===== src/rtl/pll_seq_pkg.sv =====
// Shared types and constants for the PLL mode sequencer.
package pll_seq_pkg;

  typedef enum logic [2:0] {
    STABLE,
    APPLY,
    WAIT_UNLOCK,
    WAIT_LOCK,
    SETTLE,
    RUN,
    RETRY,
    ERROR
  } state_t;

  localparam int unsigned UNLOCK_GRACE = 64;

  typedef logic [7:0] mode_t;

endpackage


===== src/rtl/pll_mode_sequencer_sync_bit.sv =====
// Multi-flop synchronizer for a single asynchronous level.
module sync_bit #(
  parameter int unsigned STAGES = 2
) (
  input  logic i_clock,
  input  logic i_reset,
  input  logic i_async,
  output logic o_sync
);

  logic [STAGES-1:0] r_sync;

  always_ff @(posedge i_clock) begin
    if (i_reset) r_sync <= '0;
    else         r_sync <= {r_sync[STAGES-2:0], i_async};
  end

  assign o_sync = r_sync[STAGES-1];

endmodule


===== src/rtl/pll_mode_sequencer.sv =====
// Qualifies a requested video mode, drives the PLL reconfig handshake and
// holds the video domain in reset until the new clock has settled.
module pll_mode_sequencer
  import pll_seq_pkg::*;
#(
  parameter int unsigned STABLE_CYCLES = 1024,
  parameter int unsigned SETTLE_CYCLES = 4096,
  parameter int unsigned LOCK_TIMEOUT  = 1048576,
  parameter int unsigned MAX_RETRIES   = 3,
  parameter int unsigned SYNC_STAGES   = 2
) (
  input  logic       clock,
  input  logic       reset,
  input  logic [7:0] mode_in,
  input  logic       pll_locked_async,
  output logic [7:0] mode_out,
  output logic       reconfig_req,
  output logic       video_reset,
  output logic [7:0] mode_active,
  output logic       busy,
  output logic       error
);

  localparam int unsigned SW = $clog2(STABLE_CYCLES + 1);
  localparam int unsigned TW = $clog2(SETTLE_CYCLES + 1);
  localparam int unsigned RW = $clog2(MAX_RETRIES + 1);

  state_t        r_state;
  mode_t         r_mode_q, r_mode_prev, r_mode_out, r_mode_active;
  logic [SW-1:0] r_stable_cnt;
  logic [TW-1:0] r_settle_cnt;
  logic [20:0]   r_timeout_cnt;
  logic [RW-1:0] r_retry_cnt;
  logic          r_req, r_video_reset, r_busy, r_error;

  logic w_locked_s, w_mode_chg, w_mode_stable;

  sync_bit #(.STAGES(SYNC_STAGES)) u_lock_sync (
    .i_clock (clock),
    .i_reset (reset),
    .i_async (pll_locked_async),
    .o_sync  (w_locked_s)
  );

  assign w_mode_chg    = (r_mode_q != r_mode_prev);
  assign w_mode_stable = (r_stable_cnt == SW'(STABLE_CYCLES));

  always_ff @(posedge clock) begin
    if (reset) begin
      r_mode_q     <= '0;
      r_mode_prev  <= '0;
      r_stable_cnt <= '0;
    end else begin
      r_mode_q    <= mode_in;
      r_mode_prev <= r_mode_q;
      if (w_mode_chg)          r_stable_cnt <= '0;
      else if (!w_mode_stable) r_stable_cnt <= r_stable_cnt + SW'(1);
    end
  end

  // Timeout spans unlock, lock and settle of one attempt; APPLY and RUN restart it.
  always_ff @(posedge clock) begin
    if (reset || r_state == APPLY || r_state == RUN)
      r_timeout_cnt <= '0;
    else if ((r_state == WAIT_UNLOCK || r_state == WAIT_LOCK || r_state == SETTLE)
             && r_timeout_cnt != '1)
      r_timeout_cnt <= r_timeout_cnt + 21'd1;
  end

  always_ff @(posedge clock) begin
    if (reset || r_state != SETTLE)              r_settle_cnt <= '0;
    else if (r_settle_cnt != TW'(SETTLE_CYCLES)) r_settle_cnt <= r_settle_cnt + TW'(1);
  end

  always_ff @(posedge clock) begin
    if (reset) begin
      r_state       <= STABLE;
      r_mode_out    <= '0;
      r_mode_active <= '0;
      r_req         <= 1'b0;
      r_video_reset <= 1'b1;
      r_busy        <= 1'b1;
      r_error       <= 1'b0;
      r_retry_cnt   <= '0;
    end else begin
      r_req <= 1'b0;
      case (r_state)
        STABLE: if (w_mode_stable) begin
          r_state    <= APPLY;
          r_req      <= 1'b1;
          r_mode_out <= r_mode_q;
        end
        APPLY: r_state <= WAIT_UNLOCK;
        WAIT_UNLOCK: begin
          if (w_mode_chg) r_state <= STABLE;
          else if (!w_locked_s || r_timeout_cnt >= 21'(UNLOCK_GRACE)) r_state <= WAIT_LOCK;
        end
        WAIT_LOCK: begin
          if (w_mode_chg)      r_state <= STABLE;
          else if (w_locked_s) r_state <= SETTLE;
          else if (r_timeout_cnt >= 21'(LOCK_TIMEOUT - 1)) r_state <= RETRY;
        end
        SETTLE: begin
          if (w_mode_chg)       r_state <= STABLE;
          else if (!w_locked_s) r_state <= WAIT_LOCK;
          else if (r_settle_cnt == TW'(SETTLE_CYCLES - 1)) begin
            r_state       <= RUN;
            r_video_reset <= 1'b0;
            r_busy        <= 1'b0;
            r_mode_active <= r_mode_out;
            r_retry_cnt   <= '0;
          end
        end
        RUN: begin
          if (!w_locked_s) begin
            r_state       <= WAIT_LOCK;
            r_video_reset <= 1'b1;
            r_busy        <= 1'b1;
          end else if (r_mode_q != r_mode_active) begin
            r_state       <= STABLE;
            r_video_reset <= 1'b1;
            r_busy        <= 1'b1;
          end
        end
        RETRY: begin
          if (r_retry_cnt == RW'(MAX_RETRIES)) begin
            r_state <= ERROR;
            r_error <= 1'b1;
            r_busy  <= 1'b0;
          end else begin
            r_retry_cnt <= r_retry_cnt + RW'(1);
            r_state     <= APPLY;
            r_req       <= 1'b1;
            r_mode_out  <= r_mode_q;
          end
        end
        ERROR: r_state <= ERROR;
      endcase
    end
  end

  // Gating with reset suppresses the pulse even when reset arrives during APPLY.
  assign reconfig_req = r_req & ~reset;
  assign mode_out     = r_mode_out;
  assign mode_active  = r_mode_active;
  assign video_reset  = r_video_reset;
  assign busy         = r_busy;
  assign error        = r_error;

endmodule


===== config.mk =====
export PLATFORM = sky130hd
export DESIGN_NAME = pll_mode_sequencer
export DESIGN_NICKNAME = d
export VERILOG_FILES = /design/src/rtl/pll_seq_pkg.sv /design/src/rtl/pll_mode_sequencer_sync_bit.sv /design/src/rtl/pll_mode_sequencer.sv
export SDC_FILE = /design/constraint.sdc
export NUM_CORES = 1
export LEC_CHECK = 0
export ABC_AREA = 1
export CAP_MARGIN = 5
export CORE_MARGIN = 2
export CORE_UTILIZATION = 33
export DETAILED_ROUTE_END_ITERATION = 16
export DONT_BUFFER_PORTS = 1
export SETUP_SLACK_MARGIN = 0.15
export SLEW_MARGIN = 15
export SYNTH_ARGS = -nofsm -noshare
export SYNTH_HDL_FRONTEND = slang
export SYNTH_HIERARCHICAL = 1
export SYNTH_SLANG_ARGS = --single-unit

===== constraint.sdc =====
create_clock -name clock -period 4.6 [get_ports clock]
set_clock_uncertainty 0.1 [all_clocks]
set_input_delay 0.69 -clock clock [delete_from_list [all_inputs] [get_ports clock]]
set_output_delay 0.69 -clock clock [all_outputs]
set_load 0.05 [all_outputs]

## Word level (Yosys, flattened, before mapping)

Cells that the tools add are included.

- Reductions and logical operators: 21
- Multiplexer cells: 32
- Order comparisons: 2
- Bitwise logic cells: 3
- Eq/ne operators: 25
- Add/subtract/negate cells: 4

Operators by type and width:

| kind | number |
|---|---|
| $mux 3 | 12 |
| $pmux 3 s8 | 1 |
| $add 21x1->21 const B | 1 |
| $ge 21x20->1 const B | 1 |
| $ge 21x7->1 const B | 1 |
| $ne 21x21->1 const B | 1 |
| $mux 8 | 2 |
| $ne 8x8->1 | 2 |
| $pmux 8 s2 | 1 |
| $reduce_and 5->1 | 3 |
| $add 13x1->13 const B | 1 |
| $eq 13x12->1 const B | 1 |
| $ne 13x13->1 const B | 1 |
| $eq 3x3->1 const B | 4 |
| $add 11x1->11 const B | 1 |
| $eq 11x11->1 const B | 1 |
| $mux 1 | 8 |
| $mux 2 | 4 |
| $ne 2x2->1 const B | 4 |
| $eq 3x2->1 const B | 2 |
| $logic_or 1x1->1 | 6 |
| $ne 3x3->1 const B | 2 |
| $reduce_and 6->1 | 1 |
| $reduce_bool 2->1 | 3 |
| other kinds (20) | 23 |

- Input port bits: 11
- Output and inout bits: 20
- Register bits: 88
- Word-level logic and storage cells: 101

## Logic depth before layout (Yosys ltp)

- Depth in word-level cells: 5
- Mapped depth: 13
- Depth with buffers taken out: 13

## Modules after synthesis

The synthesis kept the hierarchy.

Modules (own cells, without submodules):

| module | area an instance (sq um) | instances | cells an instance | sequential area each (sq um) |
|---|---|---|---|---|
| pll_mode_sequencer | 4413.0 | 1 | 657 | 1721.7 |
| sync_bit | 55.1 | 1 | 6 | 40.0 |

## Least setup slack after synthesis

Ideal clock, no wire load.

- Kind: input-to-output
- Start: input port reset
- End: output port reconfig_req
- Data required time: 3.810 ns
- Path slack: 2.260 ns
- Stages on the path: 2
- Buffers on the path: 1
- Arrival: 1.550 ns
- Cells stage by stage: clkbuf_1 > nor2_1

- Cells in the longest elaborated chain, start to end: 2

RTL lines:

| element | RTL line | source |
|---|---|---|
| start: declaration | pll_mode_sequencer.sv:13 | `input logic reset,` |
| $not 1->1 | pll_mode_sequencer.sv:143 | `assign reconfig_req = r_req & ~reset;` |
| $and 1x1->1 | pll_mode_sequencer.sv:143 |  |
| end: declaration | pll_mode_sequencer.sv:17 | `output logic reconfig_req,` |

Every way passes these cells.

## Final worst setup path

Same ends and word-level chain as after synthesis.

==> results.ini <==
[route]
routed-wl-met3_um = 323
drt_pass1_iterations = 4
drt_iter0_drc = 201
wl_um = 8960
via_per_inst = 4.51
top_layer = met4
vias = 3812
wirelength_met1_um = 4550
drc_errors = 0
wl_per_cell_um = 10.6
drtAntennaViolNets = 0
wl_met2_um = 3950

[cts]
cts-hold-fix-buffers = 0
cts_resized = 0
cts_max_level = 3
cts_buffers = 9
cts_tree = yes
cts_num_sinks = 88
root_buffer = clkbuf_16
clock_latency_ns = 0.33
clk_pin_slew_worst_paths_ns = 0.06
cts_setup_buffers = 0
clk_path_buf_depth = 2

[global_route]
grt_usage = 0.133
grt_pass1_vias = 3449
grt_pass1_wl_um = 15700
grt.overflow.total = 0
antenna_found_initial = 0
grt_max_degree = 27

[floorplanning]
die_h_um = 120
die_x_um = 120
io_pins = 31
dieArea_sq_um = 14500
start_util = 0.337
coreArea_sq_um = 13200
rows = 42

[timing]
max-slew-margin-rel = 0.412
finalCriticalPeriod_ns = 2.15
final.setup.tns_ns = 0
setup_slack_ns = 2.45
hold_viol = 0
fin_crit_sh = 0.466
tightestPinTransition_ns = 0.879
rsz0062_at_grt = no
drv_slew = 0
max_freq_mhz = 466
setup_viol = 0

[power]
finalPower_mw = 1.49
ir_drop_v = 0.000155
pwr_density_cell_nw_per_um2 = 304
leakage_nw = 1.99

[yosys]
synthFlopType = dfxtp_1
netlist_area_sq_um = 4470
yosys.cell_types.count = 42
synth_fp_nets = 681
ys_warn_count = 6
synth_seq_area_share = 0.394
postSynthAreaPerCell_sq_um = 6.74
ys_seq_elements = 88
synth_edf_count = 0
netlist_instances = 663
synthArstFlopShare = 0

[setup_path]
path_buf_inv = 0
start_kind = input port
path_delay_family = simple AND/OR/NAND/NOR gates
worst-path-max-fanout = 26
worst_path_max_delay_cell = nor2_1
cpPeakStageDelay_ns = 0.66
critPathKind = input port to output port
crit_arrival_ns = 1.36
required_ns = 3.81
cp-end-kind = output port
crit_chain = nor2_1

[finish]
layout_common_cells = 150 x nand2_1, 116 x nor2_1, 108 x inv_1
final_common_cell = nand2_1
stdcell_count = 846
antenna_cells = 0
nNetsFinal = 683
final_layout_size_suffix_gt1_frac = 0.0896
synthToLayoutAreaGrowth_pct = 9.58

[hold_path]
hold_class = flip-flop to flip-flop

[job]
drv_cap = 0

[place]
dpl_worst_slack_ns = 2.45
routabilityCongestion = 0.808
io_buffers = 0
placed_cells = 830
dp_hpwl_um = 6430

[run_status]
status = completed

-- logic make-up (layout without fill, tap and decap cells) --
logic type               Yosys count  after routing  synth area share
AND/OR/NAND/NOR                  355            355             0.351
buffers and inverters            125            132             0.111
flip-flops                        88             88             0.394
AO/OA/AOI/OAI                     79             79             0.107
XOR/XNOR                           9              9            0.0176
adder cells (fa/ha/maj)            7              7            0.0196
-- synthesized netlist by cell type (2+ instances only) --
cell type | count | area share
a21oi_1 | 37 | 0.041
o21ai_0 | 19 | 0.021
or2_2 | 3 | 0.0042
nand3_1 | 22 | 0.025
o21ai_1 | 2 | 0.0022
nand2_1 | 150 | 0.13
o31ai_1 | 2 | 0.0034
nand3_2 | 2 | 0.0045
ha_1 | 7 | 0.020
nor2_1 | 116 | 0.097
nor4_1 | 3 | 0.0042
a211oi_1 | 3 | 0.0050
buf_2 | 2 | 0.0022
nand2_4 | 2 | 0.0050
nor3_1 | 14 | 0.016
o21ai_2 | 3 | 0.0059
nand4_1 | 18 | 0.025
xnor2_1 | 2 | 0.0039
nor2_2 | 8 | 0.011
inv_1 | 108 | 0.091
clkbuf_1 | 4 | 0.0034
nand2_2 | 9 | 0.013
inv_2 | 6 | 0.0050
a21oi_2 | 7 | 0.014
clkinv_1 | 2 | 0.0017
nor3_2 | 2 | 0.0045
xor2_1 | 7 | 0.014
dfxtp_1 | 88 | 0.39
buf_4 | 2 | 0.0034
-- routing by layer --
metal	global-route usage	up-vias
li1	-	2071
met1	0.185	1692
met2	0.198	43
met3	0.0311	6
met4	0.0523	0
met5	0	-
-- report_power, final --
group | internal, mW | leakage (nW) | total (mW) | switching [mW]
registers | 0.770 | 0.713 | 0.775 | 0.00531
clock network | 0.379 | 0.130 | 0.665 | 0.285
logic | 0.0145 | 1.15 | 0.0460 | 0.0315
-- per-stage QoR --
| stage | util | cell area [sq um] | hold slack (ns) |
|---|---|---|---|
| floorplan | - | 4470 | 0.288 |
| global placement | 0.349 | 4630 | 0.291 |
| detailed placement | 0.349 | 4630 | 0.304 |
| CTS | 0.370 | 4900 | 0.305 |
| global route | 0.370 | 4900 | 0.304 |
| finish | 0.370 | 4900 | 0.317 |
-- sequential cells by signal, indices dropped and copies added, names as in the netlist --
| register | flops |
|---|---|
| r_timeout_cnt | 21 |
| r_settle_cnt | 13 |
| r_stable_cnt | 11 |
| mode_active | 8 |
| mode_out | 8 |
| r_mode_prev | 8 |
| r_mode_q | 8 |
| r_state | 3 |
| r_retry_cnt | 2 |
| u_lock_sync/r_sync | 2 |
| busy | 1 |
| error | 1 |
| r_req | 1 |
| video_reset | 1 |
-- layout make-up --
cell class / instances / area (sq um)
Sequential cell: 88 / 1760
Tap cell: 176 / 220
Inverter: 116 / 435
Fill cell: 1442 / 8350
Multi-Input combinational cell: 450 / 2210
Clock inverter: 3 / 17.5
Clock buffer: 13 / 250
-- final timing paths --
| check | startpoint | end | slack (ns) | depth (start not counted) |
|---|---|---|---|---|
| max reg2reg | r_state[1] | r_timeout_cnt[20] | 2.68 | 4 |
| min reg2reg | u_lock_sync/r_sync[0] | u_lock_sync/r_sync[1] | 0.32 | 2 |
| min | u_lock_sync/r_sync[0] | u_lock_sync/r_sync[1] | 0.32 | 2 |
| max | reset | reconfig_req | 2.45 | 1 |
Note: power is estimated with default switching activity, not from simulation.
